`src/rtl/fanin_arbiter_pkg.sv`:
```
// Shared link-element definitions: arbiter FSM encoding and watchdog default.
package fanin_arbiter_pkg;

    typedef enum logic [1:0] {
        aRB_IDLE    = 2'd0,
        aRB_GRANT   = 2'd1,
        aRB_RELEASE = 2'd2
    } fsm_link_arb;

    // Watchdog disabled unless a link element overrides it.
    localparam int unsigned DEFAULT_MAX_HOLD = 0;

endpackage

```
`src/rtl/fanin_arbiter_rr_pick.sv`:
```
// Combinational round-robin picker: first set request at or after ptr, wrapping.
module rr_pick #(
    parameter int unsigned NUM_PORT  = 4,
    parameter int unsigned WIDTH_SEL = $clog2(NUM_PORT)
) (
    input  logic [NUM_PORT-1:0]  req,
    input  logic [WIDTH_SEL-1:0] ptr,
    output logic                 found_c,
    output logic [WIDTH_SEL-1:0] idx_c
);

    always_comb begin
        int unsigned pos;
        pos     = 0;
        found_c = 1'b0;
        idx_c   = '0;
        for (int unsigned i = 0; i < NUM_PORT; i++) begin
            pos = (32'(ptr) + i) % NUM_PORT;
            if (!found_c && req[WIDTH_SEL'(pos)]) begin
                found_c = 1'b1;
                idx_c   = WIDTH_SEL'(pos);
            end
        end
    end

endmodule

```
`src/rtl/fanin_arbiter.sv`:
```
// Round-robin owner arbiter for the shared output link of a link element,
// with release broadcast to waiting ports and an optional grant watchdog.
module fanin_arbiter
    import fanin_arbiter_pkg::*;
#(
    parameter int unsigned NUM_PORT   = 4,
    parameter int unsigned WIDTH_SEL  = $clog2(NUM_PORT),
    parameter int unsigned MAX_HOLD   = DEFAULT_MAX_HOLD,
    parameter int unsigned WIDTH_HOLD = 16
) (
    input  logic                 clock,
    input  logic                 reset,
    input  logic [NUM_PORT-1:0]  I_Req,
    input  logic [NUM_PORT-1:0]  I_Trm,
    input  logic                 I_Nack,
    output logic [NUM_PORT-1:0]  O_Grt,
    output logic [NUM_PORT-1:0]  O_Rls,
    output logic [WIDTH_SEL-1:0] O_Sel,
    output logic                 O_Busy,
    output logic                 O_TimeOut
);

    // Expiry is flagged on the edge where the counter steps onto MAX_HOLD.
    localparam bit                    WDOG_ON   = (MAX_HOLD != 0);
    localparam logic [WIDTH_HOLD-1:0] HOLD_LAST = WIDTH_HOLD'((MAX_HOLD == 0) ? 0 : MAX_HOLD - 1);
    localparam logic [WIDTH_SEL-1:0]  LAST_PORT = WIDTH_SEL'(NUM_PORT - 1);

    fsm_link_arb           state_q, state_d;
    logic [WIDTH_SEL-1:0]  ptr_q, ptr_d;
    logic [WIDTH_HOLD-1:0] hold_q, hold_d;
    logic [NUM_PORT-1:0]   grt_d, rls_d;
    logic [WIDTH_SEL-1:0]  sel_d;
    logic                  busy_d, tout_d;

    logic                  pick_found_c;
    logic [WIDTH_SEL-1:0]  pick_idx_c;
    logic                  owner_done_c;
    logic                  expire_c;
    logic [WIDTH_HOLD-1:0] hold_inc_c;

    rr_pick #(
        .NUM_PORT  (NUM_PORT),
        .WIDTH_SEL (WIDTH_SEL)
    ) u_pick (
        .req     (I_Req),
        .ptr     (ptr_q),
        .found_c (pick_found_c),
        .idx_c   (pick_idx_c)
    );

    // Only the owner's lines matter while granted; O_Sel holds the owner index.
    assign owner_done_c = I_Trm[O_Sel] | ~I_Req[O_Sel];
    assign expire_c     = WDOG_ON && !I_Nack && (hold_q == HOLD_LAST);
    assign hold_inc_c   = (&hold_q) ? hold_q : hold_q + WIDTH_HOLD'(1);

    always_comb begin
        state_d = state_q;
        ptr_d   = ptr_q;
        hold_d  = hold_q;
        grt_d   = O_Grt;
        rls_d   = '0;
        sel_d   = O_Sel;
        busy_d  = O_Busy;
        tout_d  = 1'b0;
        case (state_q)
            aRB_IDLE: begin
                if (pick_found_c) begin
                    state_d = aRB_GRANT;
                    grt_d   = NUM_PORT'(1) << pick_idx_c;
                    sel_d   = pick_idx_c;
                    busy_d  = 1'b1;
                end
            end
            aRB_GRANT: begin
                if (!I_Nack) begin
                    hold_d = hold_inc_c;
                end
                if (owner_done_c || expire_c) begin
                    state_d = aRB_RELEASE;
                    grt_d   = '0;
                    busy_d  = 1'b0;
                    rls_d   = ~(NUM_PORT'(1) << O_Sel);
                    tout_d  = expire_c & ~owner_done_c;
                end
            end
            aRB_RELEASE: begin
                // Extra idle cycle lets released ports refresh their match state.
                state_d = aRB_IDLE;
                hold_d  = '0;
                ptr_d   = (O_Sel == LAST_PORT) ? '0 : O_Sel + WIDTH_SEL'(1);
            end
            default: begin
                state_d = aRB_IDLE;
            end
        endcase
    end

    always_ff @(posedge clock) begin
        if (reset) begin
            state_q   <= aRB_IDLE;
            ptr_q     <= '0;
            hold_q    <= '0;
            O_Grt     <= '0;
            O_Rls     <= '0;
            O_Sel     <= '0;
            O_Busy    <= 1'b0;
            O_TimeOut <= 1'b0;
        end else begin
            state_q   <= state_d;
            ptr_q     <= ptr_d;
            hold_q    <= hold_d;
            O_Grt     <= grt_d;
            O_Rls     <= rls_d;
            O_Sel     <= sel_d;
            O_Busy    <= busy_d;
            O_TimeOut <= tout_d;
        end
    end

endmodule

```
`config.mk`:
```
export PLATFORM = sky130hd
export DESIGN_NAME = fanin_arbiter
export DESIGN_NICKNAME = d
export VERILOG_FILES = /design/src/rtl/fanin_arbiter_pkg.sv /design/src/rtl/fanin_arbiter_rr_pick.sv /design/src/rtl/fanin_arbiter.sv
export SDC_FILE = /design/constraint.sdc
export NUM_CORES = 1
export LEC_CHECK = 0
export ABC_AREA = 1
export BUFFER_PORTS_ARGS = -buffer_cell sky130_fd_sc_hd__buf_2
export CORE_MARGIN = 3
export CORE_UTILIZATION = 30
export CTS_BUF_LIST = sky130_fd_sc_hd__clkbuf_4 sky130_fd_sc_hd__clkbuf_8
export DETAILED_ROUTE_END_ITERATION = 10
export GPL_TIMING_DRIVEN = 0
export HOLD_SLACK_MARGIN = 0.03
export PLACE_DENSITY = 0.58
export RECOVER_POWER = 25
export SLEW_MARGIN = 10
export SYNTH_ARGS = -nofsm -noshare
export SYNTH_HDL_FRONTEND = slang
export SYNTH_SLANG_ARGS = --single-unit
```
`constraint.sdc`:
```
create_clock -name clock -period 1.65 [get_ports clock]
set_input_delay 0.165 -clock clock [delete_from_list [all_inputs] [get_ports clock]]
set_output_delay 0.165 -clock clock [all_outputs]
set_load 0.03 [all_outputs]
```
==> impl_metrics.toml, run 1 <==
[yosys]
yosysSeqAreaShare = 0.320
ys_ff_latch = 15
synthTopCellsByArea = "dfxtp_1 32%, nand2_1 18%, nand3_1 7.5%"
ys_top_cells_by_count = "45 x nand2_1, 15 x dfxtp_1, 15 x nor2_1, 14 x nand3_1, 11 x inv_1"
syn_inst = 142
synth_area_um2 = 940
synth_ff_type = "dfxtp_1"
synth_top_area_frac = 0.320
synth-edff-count = 0
syn_avg_cell_area_um2 = 6.62
synthesis.nets = 157
synthArstFlopShare = 0
yosysMostFrequentCell = "nand2_1"
synth.distinct_cells = 22
yosysTopAreaCell = "dfxtp_1"
ys_warn_count = 0

[floorplanning]
die_y_um = 62.0
fp.dieW_um = 62.0
dieArea_um2 = 3840
initial_core_util = 0.327
floorplan.io_pins = 23
rows = 19
fp.coreArea_um2 = 2880

[global_routing]
grt_pass1_wl_mm = 3.39
track_usage = 0.118
grt_overflow = 0
antenna_found_initial = 0
grt_max_degree = 11
first_global_vias = 813

[place]
port_buffers = 20
placed_cell_area_um2 = 1090
globalplace.congestion = 0.868
dpl.hpwl_mm = 1.66

[clocking]
cts_made_buffers = 3
cts_sinks = 15
cts.path.max_buffers = 2
postCtsSetupRepairBufs = 0
insertion_delay_ns = 0.28
cts_hold_buf = 0
clk_pin_slew_ns = 0.09
ctsResizeCount = 0
h-tree-depth = 1
cts_tree = "yes"
root_buffer = "clkbuf_4"

[sta]
hold_viol = 0
clock.fmax_mhz = 669
fin_crit_ns = 1.49
maxSlewViolCount = 0
period_share = 0.906
setup_viol = 0
clock_skew_ns = 0.00541

[drt]
vias = 945
first_pass_iters = 4
first_iter_violations = 53
routed_wl_mm = 2.11
avgViaCountPerCell = 4.52
drc = 0
wire_per_inst_um = 10.1
ant_nets = 0

[pwr]
leakage_nw = 0.563
vdd_drop_max_v = 0.000657
p_per_area_nw_per_um2 = 1180

[setup_path]
cp_max_fo = 10
critical_path.max_stage_delay_ns = 0.35
criticalPathCategory = "reg2reg"
crit_path_cell_trace = "inv_2 > buf_6 > nand2_1 > nand2_2 > nand2_1 > nand2_2 > nor2_4 > nand3_4 > nand2_2 > nand3_1 > a21oi_1"
worstPathRequired_ns = 1.86
crit_path_frequent_cell = "nand2_2"
start_kind = "flip-flop"
worstPathArrival_ns = 1.70
critPathSlowestCell = "dfxtp_2"
endpoint_kind = "flip-flop"

[run]
drv_cap = 0

[layout]
drive_gt1_frac = 0.293
multi_input_comb_area_um2 = 592
nFillCells = 309
final_area_um2 = 1160
nNetsFinal = 183
num_antenna_cells = 0
fin_util = 0.403
area_growth_syn_to_layout_pct = 23.4
register_area_um2 = 307

[worst_hold_path]
hold_class = "in2reg"

[status]
outcome = "finished clean"
## worst max-delay path, delay by kind of cell, from the launching register on
family / cells / cell delay [ns]
buf+inv: 2 / 0.17
compound gates: 1 / 0.16
simple gates: 8 / 0.73
flops: 1 / 0.35
## layout make-up
type | count | share of cell area
multi-input combinational | 110 | 0.510
sequential | 15 | 0.264
timing repair buffer | 20 | 0.0798
inverter | 14 | 0.0453
tap | 42 | 0.0453
buffer | 4 | 0.0291
clock buffer | 4 | 0.0259
## cells by family after synthesis
kind of cell / synth area share
AO/OA/AOI/OAI: 0.0879
adder cells (fa/ha/maj): 0.0533
buffers and inverters: 0.0879
flip-flops: 0.320
other: 0.00399
AND/OR/NAND/NOR: 0.447
## worst paths after layout
check             startpoint    endpoint  slack (ns)  depth (start not counted)
setup / recovery    ptr_q[0]    O_Grt[0]        0.16                         11
hold / removal         reset  state_q[1]        0.05                          2
setup reg to reg    ptr_q[0]    O_Grt[0]        0.16                         11
hold reg to reg       O_Busy      O_Busy        0.47                          2
## registers in the layout, summed over array words and instances (netlist names)
name,count
state_q,2
O_Rls,4
ptr_q,2
O_Busy,1
O_Sel,2
O_Grt,4
## routing by layer
layer / vias up / routed length, um / GRT usage
li1: 499 / - / -
met1: 420 / 984 / 0.153
met2: 24 / 993 / 0.194
met3: 2 / 118 / 0.0455
met4: 0 / 10 / 0.00909
met5: - / 0 / 0
## placed cells by master (no fill, tap or decap)
master,n
nand3_1,14
buf_2,14
clkbuf_1,7
nand4_1,1
nor2_1,14
ha_1,4
buf_6,2
nand2_1,43
inv_2,3
dfxtp_4,1
a211oi_1,2
a21oi_2,2
nand2_2,13
nor2_4,3
nor2_2,1
buf_4,1
dfxtp_2,2
o221ai_1,2
nand2_4,2
nand3_4,1
a21oi_1,6
dfxtp_1,12
clkbuf_4,4
conb_1,1
inv_1,11
a31oi_1,1
## through the flow
| step | hold WS [ns] | std cells | power (mW) | setup WS, ns | TNS [ns] |
|---|---|---|---|---|---|
| 6_report | 0.0550 | 209 | 1.37 | 0.156 | 0 |
| 5_1_grt | 0.0429 | 209 | 1.49 | -0.0150 | -0.0260 |
| 4_1_cts | 0.0508 | 208 | 1.33 | 0.0470 | 0 |
| 3_5_place_dp | 0.351 | 204 | 1.11 | 0.0695 | 0 |
| 3_3_place_gp | 0.352 | 204 | 1.09 | 0.108 | 0 |
| 2_1_floorplan | 0.249 | 142 | 0.960 | 0.205 | 0 |
## power breakdown
group	switching [mW]	internal [mW]	leakage [nW]	total (mW)
clock network	0.113	0.110	0.0184	0.223
registers	0.0503	0.429	0.124	0.479
logic	0.455	0.212	0.420	0.667
total	0.618	0.751	0.563	1.37
Note: power is estimated with default switching activity, not from simulation.
==> run 2: changes to the inputs <==
--- a/config.mk
+++ b/config.mk
@@ -13,9 +13,10 @@
 export DETAILED_ROUTE_END_ITERATION = 10
 export GPL_TIMING_DRIVEN = 0
 export HOLD_SLACK_MARGIN = 0.03
-export PLACE_DENSITY = 0.58
+export PLACE_DENSITY = 0.57
 export RECOVER_POWER = 25
 export SLEW_MARGIN = 10
 export SYNTH_ARGS = -nofsm -noshare
 export SYNTH_HDL_FRONTEND = slang
+export SYNTH_HIERARCHICAL = 1
 export SYNTH_SLANG_ARGS = --single-unit
==> impl_metrics.toml, run 2 <==
[layout]
area_growth_syn_to_layout_pct = 27.0
stdcell_count = 216
drive_gt1_frac = 0.384
final_common_cell = "nand2_1"
nFillCells = 333
fin_util = 0.408
nNetsFinal = 188
num_antenna_cells = 0
mostFrequentLayoutCells = "32 x nand2_1, 16 x inv_1, 15 x buf_2, 13 x dfxtp_1, 12 x nor2_1"
largestRegisters = "O_Grt x4, O_Rls x4"

[yosys]
yosysMostFrequentCell = "nand2_1"
ys_warn_count = 6
synthesis.nets = 159
yosysSeqAreaShare = 0.299
ys_ff_latch = 15
synth.distinct_cells = 21
ys_top_cells_by_count = "35 x nand2_1, 18 x inv_1, 15 x dfxtp_1, 13 x nor2_1, 12 x nand3_1"
yosysTopAreaCell = "dfxtp_1"
synthTopCellsByArea = "dfxtp_1 30%, nand2_1 13%, nand2_4 7.8%"
syn_avg_cell_area_um2 = 6.99
syn_inst = 144
synth_area_um2 = 1010
synth_ff_type = "dfxtp_1"
synth_top_area_frac = 0.299
synthArstFlopShare = 0
synth-edff-count = 0

[place]
post-place-ws_ns = 0.000716
dpl.hpwl_mm = 1.66
globalplace.congestion = 0.867
post-place-cells = 208
port_buffers = 20

[sta]
clock_skew_ns = 0.00814
maxSlewViolCount = 0
clock.fmax_mhz = 644
hold_viol = 0
setup_viol = 0
rsz0062_at_grt = "true"
period_share = 0.942
fin_crit_ns = 1.55
layout_setup_ws_ns = 0.0963

[floorplanning]
fp.coreArea_um2 = 3130
initial_core_util = 0.322
dieArea_um2 = 4080
floorplan.io_pins = 23
die_y_um = 63.9
rows = 20
fp.dieW_um = 63.9

[setup_path]
r2r_start = "ptr_q[0]"
criticalPathCategory = "reg2reg"
cp_max_fo = 4
worstPathArrival_ns = 1.74
worstPathRequired_ns = 1.84
startpoint = "ptr_q[0]"
endpoint_kind = "flip-flop"
start_kind = "flip-flop"

[drt]
ant_nets = 0
vias = 938
wire_per_inst_um = 9.75
first_iter_violations = 46
avgViaCountPerCell = 4.34
drc = 0
routed_wl_mm = 2.11
first_pass_iters = 4

[pwr]
power.total_mw = 1.67
p_int_mw = 0.869
p_seq_frac = 0.313
clockPowerShare = 0.123
vdd_drop_max_v = 0.000332
switching_power_mw = 0.800
leakage_nw = 0.670
pwr-share-comb = 0.564
switching_share = 0.479
p_per_area_nw_per_um2 = 1310

[clocking]
insertion_delay_ns = 0.28
root_buffer = "clkbuf_4"
cts_sinks = 15
cts_made_buffers = 3
cts_tree = "yes"
cts.path.max_buffers = 2
clk_pin_slew_ns = 0.09
h-tree-depth = 1

[worst_hold_path]
hold_class = "in2reg"
hp-start = "reset"

[global_routing]
antenna_found_initial = 0
grt_pass1_wl_mm = 3.42
first_global_vias = 810
track_usage = 0.102
grt_max_degree = 11
grt_overflow = 0

[run]
drv_cap = 0

[status]
outcome = "finished clean"
==> run 2: changes by cell type after synthesis, moves of 2 or more <==
cell / delta
nand3_1: -2
nand2_4: +5
nor2_2: +3
nand2_1: -10
nor2_1: -2
nand3_2: +5
o221ai_1: -2
inv_1: +7
a211oi_1: -2
o21ai_0: +3
==> run 2: per-stage QoR <==
step	setup TNS [ns]	cell area, um2	hold WS [ns]
CTS	0	1190	0.0842
finish	0	1280	0.0983
global route	-0.00825	1280	0.0945
floorplan	0	1010	0.234
detailed placement	0	1160	0.402
global placement	0	1160	0.398
==> run 2: area by class of cell <==
type,instances,area (um2),area share
multi-input combinational,107,646,0.505
sequential,15,308,0.241
inverter,20,77.6,0.0607
tap,44,55.1,0.0431
clock inverter,1,5.00,0.00392
buffer,2,22.5,0.0176
timing repair buffer,24,141,0.111
clock buffer,3,22.5,0.0176
==> run 2: routing by layer <==
metal / wire length, um / up-vias / global-route usage / share of wire
met5: 0 / - / 0 / 0
met4: 14 / 0 / 0.0243 / 0.0066
met3: 96 / 2 / 0.0281 / 0.046
met2: 981 / 17 / 0.168 / 0.47
met1: 1010 / 414 / 0.132 / 0.48
li1: - / 505 / - / -
==> run 2: final timing paths <==
path / end / slack [ns] / cells past startpoint
worst max-delay path: O_Grt[2] / 0.1 / 14
worst min-delay path: O_Sel[1] / 0.1 / 2
worst max register to register: O_Grt[2] / 0.1 / 14
worst min register to register: O_Busy / 0.48 / 2
==> run 2: logic make-up (layout without fill, tap and decap cells) <==
| group | after synthesis | count (layout) | synth area share |
|---|---|---|---|
| AOI/OAI and AO/OA | 11 | 11 | 0.0597 |
| other | 1 | 1 | 0.00373 |
| adders and majority gates | 4 | 4 | 0.0498 |
| DFF | 15 | 15 | 0.299 |
| buffers and inverters | 22 | 50 | 0.0933 |
| and+or+nand+nor | 91 | 91 | 0.495 |
==> run 2: what timing repair did <==
action,CTS,global route
hold buffers,0,0
pin swaps,0,3
gates resized for setup,1,17
buffers inserted,0,3
cloned,0,1
setup endpoints to repair,2,5
==> run 2: power groups by stage <==
stage               registers (mW)  logic (mW)  clock network, mW
detailed placement           0.525       0.867                  0
finish                       0.523       0.941              0.205
CTS                          0.518       0.872              0.215
floorplan                    0.651       0.556                  0
global placement             0.521       0.860                  0
global route                 0.537        1.04              0.227
==> run 2: critical path: stages (launching register included) <==
cell and delay (ns):
dfxtp_4 0.40, clkbuf_16 0.15, nand2_4 0.05, nand3_2 0.10, nand2_4 0.07, nor2_4 0.14, nand3_2 0.07, nand2_1 0.06
nand2_1 0.06, inv_2 0.09, inv_2 0.04, nand3_1 0.07, nand2_1 0.05, nand2_1 0.07, nor2_2 0.04
==> run 3: changes to the inputs <==
--- a/config.mk
+++ b/config.mk
@@ -13,6 +13,7 @@
 export DETAILED_ROUTE_END_ITERATION = 10
 export GPL_TIMING_DRIVEN = 0
 export HOLD_SLACK_MARGIN = 0.03
+export MAX_ROUTING_LAYER = met4
 export PLACE_DENSITY = 0.57
 export RECOVER_POWER = 25
 export SLEW_MARGIN = 10
==> impl_metrics.toml, run 3 (synthesized netlist as in run 2, its figures left out) <==
[floorplanning]
dieArea_um2 = 4080
initial_core_util = 0.322
fp.coreArea_um2 = 3130
floorplan.io_pins = 23
rows = 20
fp.dieW_um = 63.9
die_y_um = 63.9

[pwr]
vdd_drop_max_v = 0.000318
leakage_nw = 0.710
p_per_area_nw_per_um2 = 1280

[sta]
hold_viol = 0
maxSlewViolCount = 0
setup_tns_ns = 0
clock.fmax_mhz = 649
period_share = 0.934
clock_skew_ns = 0.00517
setup_viol = 0
fin_crit_ns = 1.54
whs_ns = 0.105
rsz0062_at_grt = "true"

[global_routing]
grt_pass1_wl_mm = 3.68
grt_max_degree = 11
first_global_vias = 849
track_usage = 0.112
grt_overflow = 0
antenna_found_initial = 0

[layout]
nNetsFinal = 190
final_common_cell = "nand2_1"
mostFrequentLayoutCells = "32 x nand2_1, 15 x inv_1, 14 x nand2_4, 14 x buf_2, 13 x dfxtp_1"
nFillCells = 331
area_growth_syn_to_layout_pct = 32.1
drive_gt1_frac = 0.391
num_antenna_cells = 0
largestRegisters = "O_Grt x4, O_Rls x4"

[place]
port_buffers = 20
globalplace.congestion = 0.799
dpl.hpwl_mm = 1.69

[setup_path]
start_kind = "flip-flop"
cp_max_fo = 4
worstPathRequired_ns = 1.83
worstPathArrival_ns = 1.72
criticalPathCategory = "reg2reg"
endpoint_kind = "flip-flop"

[drt]
wire_per_inst_um = 9.98
ant_nets = 0
avgViaCountPerCell = 4.35
routed_wl_mm = 2.18
first_pass_iters = 4
drc = 0
vias = 948
first_iter_violations = 33

[clocking]
cts_tree = "yes"
insertion_delay_ns = 0.28
h-tree-depth = 1
root_buffer = "clkbuf_4"
clk_pin_slew_ns = 0.09
cts.path.max_buffers = 2
cts_made_buffers = 3
cts_sinks = 15
cts_hold_buf = 0

[status]
outcome = "finished clean"

[worst_hold_path]
hold_class = "in2reg"

[run]
drv_cap = 0
## run 3: cell types whose count changed in the layout (fill, tap and decap cells not counted), moves of 2 or more
cell | previous run | this run
buf_4 | 4 | 6
nand2_2 | 10 | 6
nand2_4 | 10 | 14
nand3_2 | 7 | 5
nand3_4 | 0 | 2
o21ai_1 | 2 | 0
## run 3: what timing repair did
action,in CTS,in global routing
pin swaps,0,9
setup buffers,0,5
cloned,0,1
setup endpoints to repair,2,6
resized for setup,2,23
## run 3: cell type report
class	count	area [um2]	share of cell area
Sequential cell	15	308	0.232
Inverter	20	80.1	0.0603
Buffer	2	22.5	0.0169
Clock inverter	1	5.00	0.00377
Tap cell	44	55.1	0.0414
Clock buffer	3	22.5	0.0169
Multi-Input combinational cell	107	681	0.512
Timing Repair Buffer	26	155	0.117
## run 3: power breakdown
part	internal (mW)	switching (mW)
clock	0.0899	0.118
sequential	0.450	0.0742
combinational	0.340	0.630
## run 3: worst max-delay path, stage by stage, from the launching register on
cell,delay (ns)
dfxtp_4,0.39
clkbuf_16,0.16
nand2_2,0.06
nand2_2,0.07
nand2_4,0.08
nand2_4,0.05
nor2_4,0.11
nand3_2,0.07
nand2_1,0.06
nand2_1,0.05
inv_2,0.08
inv_2,0.04
nand3_1,0.07
nand2_1,0.05
nand2_1,0.07
nor2_2,0.03
## run 3: stage by stage
stage	utilization	power, mW	std cells	instance area (um2)	setup WS [ns]
2_1_floorplan	-	1.21	144	1010	0.206
3_3_place_gp	0.371	1.38	208	1160	0.0252
3_5_place_dp	0.371	1.39	208	1160	0.0103
4_1_cts	0.381	1.61	212	1190	0.0367
5_1_grt	0.425	1.85	218	1330	-0.0458
6_report	0.425	1.70	218	1330	0.108
## run 3: final timing paths
kind | from | to | slack [ns] | cells after the start
min reg2reg | O_Busy | O_Busy | 0.46 | 2
min | reset | state_q[0] | 0.11 | 2
max reg2reg | ptr_q[0] | O_Grt[2] | 0.11 | 15
max | ptr_q[0] | O_Grt[2] | 0.11 | 15
## run 3: per-layer routing
layer	vias to the layer above	GRT usage	share of wire
li1	510	-	-
met1	423	0.145	0.47
met2	13	0.179	0.48
met3	2	0.0281	0.036
met4	0	0.0162	0.0074
met5	-	-	0
